## config.mk

```make
export PLATFORM = sky130hd
export DESIGN_NAME = axi4_lite_slave_write_responder
export DESIGN_NICKNAME = d
export VERILOG_FILES = /design/src/rtl/axi4_lite_slave_write_responder.sv
export SDC_FILE = /design/constraint.sdc
export NUM_CORES = 1
export LEC_CHECK = 0
export BUFFER_PORTS_ARGS = -buffer_cell sky130_fd_sc_hd__buf_2
export CAP_MARGIN = 20
export CORE_MARGIN = 2
export CORE_UTILIZATION = 46
export DETAILED_ROUTE_END_ITERATION = 10
export PLACE_DENSITY = 0.73
export SYNTH_ARGS = -nofsm -noshare
export SYNTH_HDL_FRONTEND = slang
export SYNTH_SLANG_ARGS = --single-unit
```

## constraint.sdc

```tcl
create_clock -name aclk -period 1.4 [get_ports aclk]
set_input_delay 0.21 -clock aclk [delete_from_list [all_inputs] [get_ports aclk]]
set_output_delay 0.21 -clock aclk [all_outputs]
set_load 0.03 [all_outputs]
```

## src/rtl/axi4_lite_slave_write_responder.sv

```systemverilog
// axi4_lite_slave_write_responder: AXI4-Lite AW/W/B to single-cycle register-file write strobe
module axi4_lite_slave_write_responder #(
    parameter int ADDRESS_WIDTH = 32,
    parameter int DATA_WIDTH = 32,
    parameter int NUM_REGS = 16,
    parameter logic [ADDRESS_WIDTH-1:0] BASE_ADDR = '0
) (
    input  logic                          aclk,
    input  logic                          areset,
    input  logic [ADDRESS_WIDTH-1:0]      awaddr,
    input  logic                          awvalid,
    output logic                          awready,
    input  logic [DATA_WIDTH-1:0]         wdata,
    input  logic [DATA_WIDTH/8-1:0]       wstrb,
    input  logic                          wvalid,
    output logic                          wready,
    output logic [1:0]                    bresp,
    output logic                          bvalid,
    input  logic                          bready,
    output logic                          reg_wr_en,
    output logic [$clog2(NUM_REGS)-1:0]   reg_wr_idx,
    output logic [DATA_WIDTH-1:0]         reg_wr_data,
    output logic [DATA_WIDTH/8-1:0]       reg_wr_strb,
    input  logic                          reg_wr_err
);
    localparam int SW = DATA_WIDTH / 8;
    localparam int SB = $clog2(SW);
    localparam int IW = $clog2(NUM_REGS);
    typedef enum logic [1:0] {IDLE, WRITE, RESP} state_t;
    state_t state, state_n;
    logic up, aw_full, w_full, aw_hs, w_hs, both, start, legal, legal_q;
    logic [ADDRESS_WIDTH-1:0] aw_addr, addr_n, off;
    logic [DATA_WIDTH-1:0] w_data, data_n;
    logic [SW-1:0] w_strb, strb_n;
    assign awready = up & (state == IDLE) & ~aw_full;
    assign wready = up & (state == IDLE) & ~w_full;
    assign aw_hs = awvalid & awready;
    assign w_hs = wvalid & wready;
    assign addr_n = aw_hs ? awaddr : aw_addr;
    assign data_n = w_hs ? wdata : w_data;
    assign strb_n = w_hs ? wstrb : w_strb;
    assign both = (aw_full | aw_hs) & (w_full | w_hs);
    assign start = (state == IDLE) & both;
    assign off = addr_n - BASE_ADDR;
    assign legal = (off[SB-1:0] == '0) && ((off >> SB) < ADDRESS_WIDTH'(NUM_REGS));
    always_ff @(posedge aclk) begin
        if (areset) state <= IDLE;
        else state <= state_n;
    end
    always_comb begin
        state_n = state;
        if (start) state_n = WRITE;
        else if (state == WRITE) state_n = RESP;
        else if (state == RESP && bready) state_n = IDLE;
    end
    always_ff @(posedge aclk) begin
        if (areset) begin
            up <= 1'b0;
            aw_full <= 1'b0;
            w_full <= 1'b0;
            aw_addr <= '0;
            w_data <= '0;
            w_strb <= '0;
            legal_q <= 1'b0;
            bvalid <= 1'b0;
            bresp <= 2'b00;
            reg_wr_en <= 1'b0;
            reg_wr_idx <= '0;
            reg_wr_data <= '0;
            reg_wr_strb <= '0;
        end else begin
            up <= 1'b1;
            reg_wr_en <= start & legal;
            if (aw_hs) begin
                aw_full <= 1'b1;
                aw_addr <= awaddr;
            end
            if (w_hs) begin
                w_full <= 1'b1;
                w_data <= wdata;
                w_strb <= wstrb;
            end
            if (start) begin
                legal_q <= legal;
                reg_wr_idx <= off[SB +: IW];
                reg_wr_data <= data_n;
                reg_wr_strb <= strb_n;
            end
            if (state == WRITE) begin
                bvalid <= 1'b1;
                bresp <= (~legal_q | reg_wr_err) ? 2'b10 : 2'b00;
            end
            if (state == RESP && bready) begin
                bvalid <= 1'b0;
                aw_full <= 1'b0;
                w_full <= 1'b0;
            end
        end
    end
endmodule

```

==> summary.md <==
| Metric | Value |
|---|---|
| I/O Buffers | `approximately 120` |
| 1st-iter DRT viols | `approximately 210` |
| Layout net count | `approximately 750` |
| Drt drc | `0` |
| Critical Path, Cell by Cell | `nor4b_4, buf_4, nand2_8, buf_12, buf_16, mux2i_1, a211oi_1` |
| Layout area overhead | `82.3%` |
| Critical Path Slowest Stage Cell | `dfxtp_4` |
| Share of layout cells above drive strength 1 | `roughly half` |
| Switch share | `between 20% and 30%` |
| Initial antenna violation count | `0` |
| Core ar. | `between 8000 and 9000 sq um` |
| Int Pwr | `7.15 mW` |
| Outcome | `finished, violations left` |
| Synthesized flop and latch total | `around 120` |
| H-tree levels | `4` |
| Die height | `about 99 microns` |
| Vias per cell | `5.59` |
| Netlist Area Pre-Place | `between 4000 and 5000 sq um` |
| Synthesized instance count | `roughly 440` |
| Final period utilization | `126%` |
| Number of I/O pins | `120` |
| Crit Path Category | `register to register` |
| Maxcap violations | `0` |
| Total CTS buffers | `17` |
| Die width | `99.5 microns` |
| Clk sink count | `~120` |
| Failing checks | `negative setup slack` |
| Min cycle time layout | `between 1.5 and 2 ns` |
| Fin. max-slew vios | `0` |
| Worst min-delay path class | `input port to register` |
| Syn. warnings | `0` |
| Die ar. | `between 9000 and 10000 sq um` |
| Worst-Skew Late Latency | `roughly 0.52 ns` |
| Dpl hpwl | `between 6 and 7 mm` |
| CTS tree | `yes` |
| Startpoint types | `register` |
| Max VDD drop | `roughly 0.00080 V` |
| CTS Root Cell | `clkbuf_8` |
| Core Rows | `34` |
| Vias in the first global route | `4258` |
| Clock slew seen by the registers of the worst setup and hold paths | `about 0.060 ns` |
| Tot Pwr | `between 10 and 15 mW` |
| First-pass DRT Iterations | `5` |
| Post-place setup slack | `-0.172 ns` |
| Sequential area share after synthesis | `roughly 56%` |
| Mean post-synth cell area | `about 9.4 sq um` |
| Finished Layout Cells | `800` |
| WL final | `around 17 mm` |
| Leakage power | `about 3.3 nW` |
| Placed cell count | `669` |
| Fmax | `between 500 and 600 MHz` |
| Sequential group share of total power | `approximately 37%` |
| Most frequent cells in the layout | `dfxtp_1 (115), buf_2 (115), nor2_1 (73)` |
| Combinational Power Share | `between 20% and 30%` |
| Clock Power Share | `approximately 43%` |
| Final setup viols | `roughly 110` |
| Setup crit end kind | `register` |
| CTS max path bufs | `2` |
| Reg-to-reg slack, setup | `-0.36 ns` |
| Initial core utilization | `between 40% and 50%` |
| Skew final | `approximately 0.011 ns` |
| Critical Path RT | `roughly 1.8 ns` |
| Final worst setup slack | `-0.360 ns` |
| Ant diodes | `0` |
| Post-route ant nets | `0` |
| Vias | `between 4k and 5k` |
| GPL Wtd Cong | `a little over 0.8` |
| Global-route wire length before repair | `between 20 and 25 mm` |
| Critical Path AT | `approximately 2.2 ns` |
| Final hold vios | `0` |
| GRT overflow | `0` |
| CP max stage delay | `approximately 0.37 ns` |
| CP Max Fanout | `7` |
| P_sw | `about 2.9 mW` |
| Cell Pwr Density | `~1300 nW/um^2` |
| RSZ-0062 raised after global routing | `yes` |
| WL/cell | `between 20 and 25 microns` |
| GRT Util Overall | `a little over a quarter` |
| Largest net degree at the start of global routing | `35` |
| Synth Net Count | `518` |
| Synth unique cells | `28` |
[critical path: cells and delay by family, from the launching register on]
family / cells / cell delay, ns
and+or+nand+nor: 2 / 0.41
DFF: 1 / 0.37
AOI/OAI and AO/OA: 1 / 0.12
buffers and inverters: 3 / 0.48
muxes: 1 / 0.25
[layer usage]
metal / track usage [%] / wire [microns] / vias to the layer above
li1: - / - / 2002
met1: 28.6 / 5970 / 2138
met2: 50.3 / 8640 / 258
met3: 7.03 / 1070 / 74
met4: 10.9 / 820 / 0
met5: 0 / 0 / -
[synthesized netlist by cell type]
library cell / instances / area (sq um)
nor4_1: 10 / 62.6
o22a_1: 4 / 35.0
and2_1: 1 / 6.26
inv_1: 3 / 11.3
nand2b_1: 1 / 6.26
nor2_1: 78 / 293
buf_4: 1 / 7.51
o2111a_1: 1 / 11.3
buf_2: 7 / 35.0
o21a_1: 2 / 15.0
nor4_4: 1 / 21.3
buf_6: 6 / 67.6
mux2i_1: 36 / 360
a31oi_1: 1 / 6.26
a21o_1: 1 / 7.51
nor3_1: 6 / 30.0
dfxtp_1: 117 / 2340
conb_1: 1 / 3.75
nand2_1: 68 / 255
nor2b_1: 1 / 6.26
o21ai_0: 1 / 5.00
nand4_1: 3 / 18.8
a211oi_1: 36 / 270
a21oi_1: 37 / 185
nor4b_4: 2 / 47.6
clkbuf_1: 17 / 63.8
nand2_4: 1 / 11.3
a311oi_1: 1 / 8.76
[final timing paths]
kind,from,end,cells past startpoint
setup / recovery,state[1],reg_wr_data[31],7
hold / removal,areset,up,2
setup reg to reg,state[1],reg_wr_data[31],7
hold reg to reg,aw_addr[8],aw_addr[8],2
[metrics by stage]
stage	util (%)	setup TNS [ns]	area (sq um)	hold slack, ns
global placement	58.0	-1.85	5080	0.443
detailed placement	58.0	-4.84	5080	0.449
global route	87.3	-27.11	7650	0.0575
finish	87.3	-21.58	7650	0.0853
CTS	79.3	-13.94	6950	0.0531
floorplan	-	-31.41	4210	0.346
[repair_timing]
action	CTS	global route
buffers inserted	17	9
hold buffers	68	0
gates resized for setup	58	157
hold endpoints to repair	68	0
endpoints found under the setup margin	78	113
pin swaps	45	62
gates cloned	9	1
[logic make-up (layout without fill, tap and decap cells)]
family	Yosys count	count (layout)	share of synthesized area, %
buf+inv	34	282	4.42
flops	117	117	55.8
simple gates	172	172	18.1
mux	36	36	8.59
compound gates	84	84	13.0
other cells	1	1	0.0894
[power by group through the flow]
stage                     Combinational, mW  Sequential (mW)  Clock (mW)
after floorplan                       0.575             3.91           0
after global placement                 1.18             3.71           0
after detailed placement               1.20             3.72           0
after CTS                              1.65             3.66        4.27
after global routing                   2.15             3.71        4.53
final                                  2.06             3.69        4.33
[sequential cells by signal (all words and copies together) (netlist names)]
register,flops
legal_q,1
w_full,1
reg_wr_strb,4
reg_wr_en,1
bvalid,1
aw_full,1
reg_wr_data,32
w_data,32
w_strb,4
aw_addr,32
up,1
reg_wr_idx,4
state,2
bresp,1
[layout make-up]
| class | instances | area [sq um] |
|---|---|---|
| clock buffers | 18 | 439 |
| clock inverters | 14 | 150 |
| fillers | 382 | 1120 |
| inverters | 3 | 11.3 |
| multi-input cells | 293 | 2490 |
| flip-flops and latches | 117 | 2350 |
| well taps | 108 | 135 |
| repair buffers | 247 | 2070 |
Note: power is estimated with default switching activity, not from simulation.
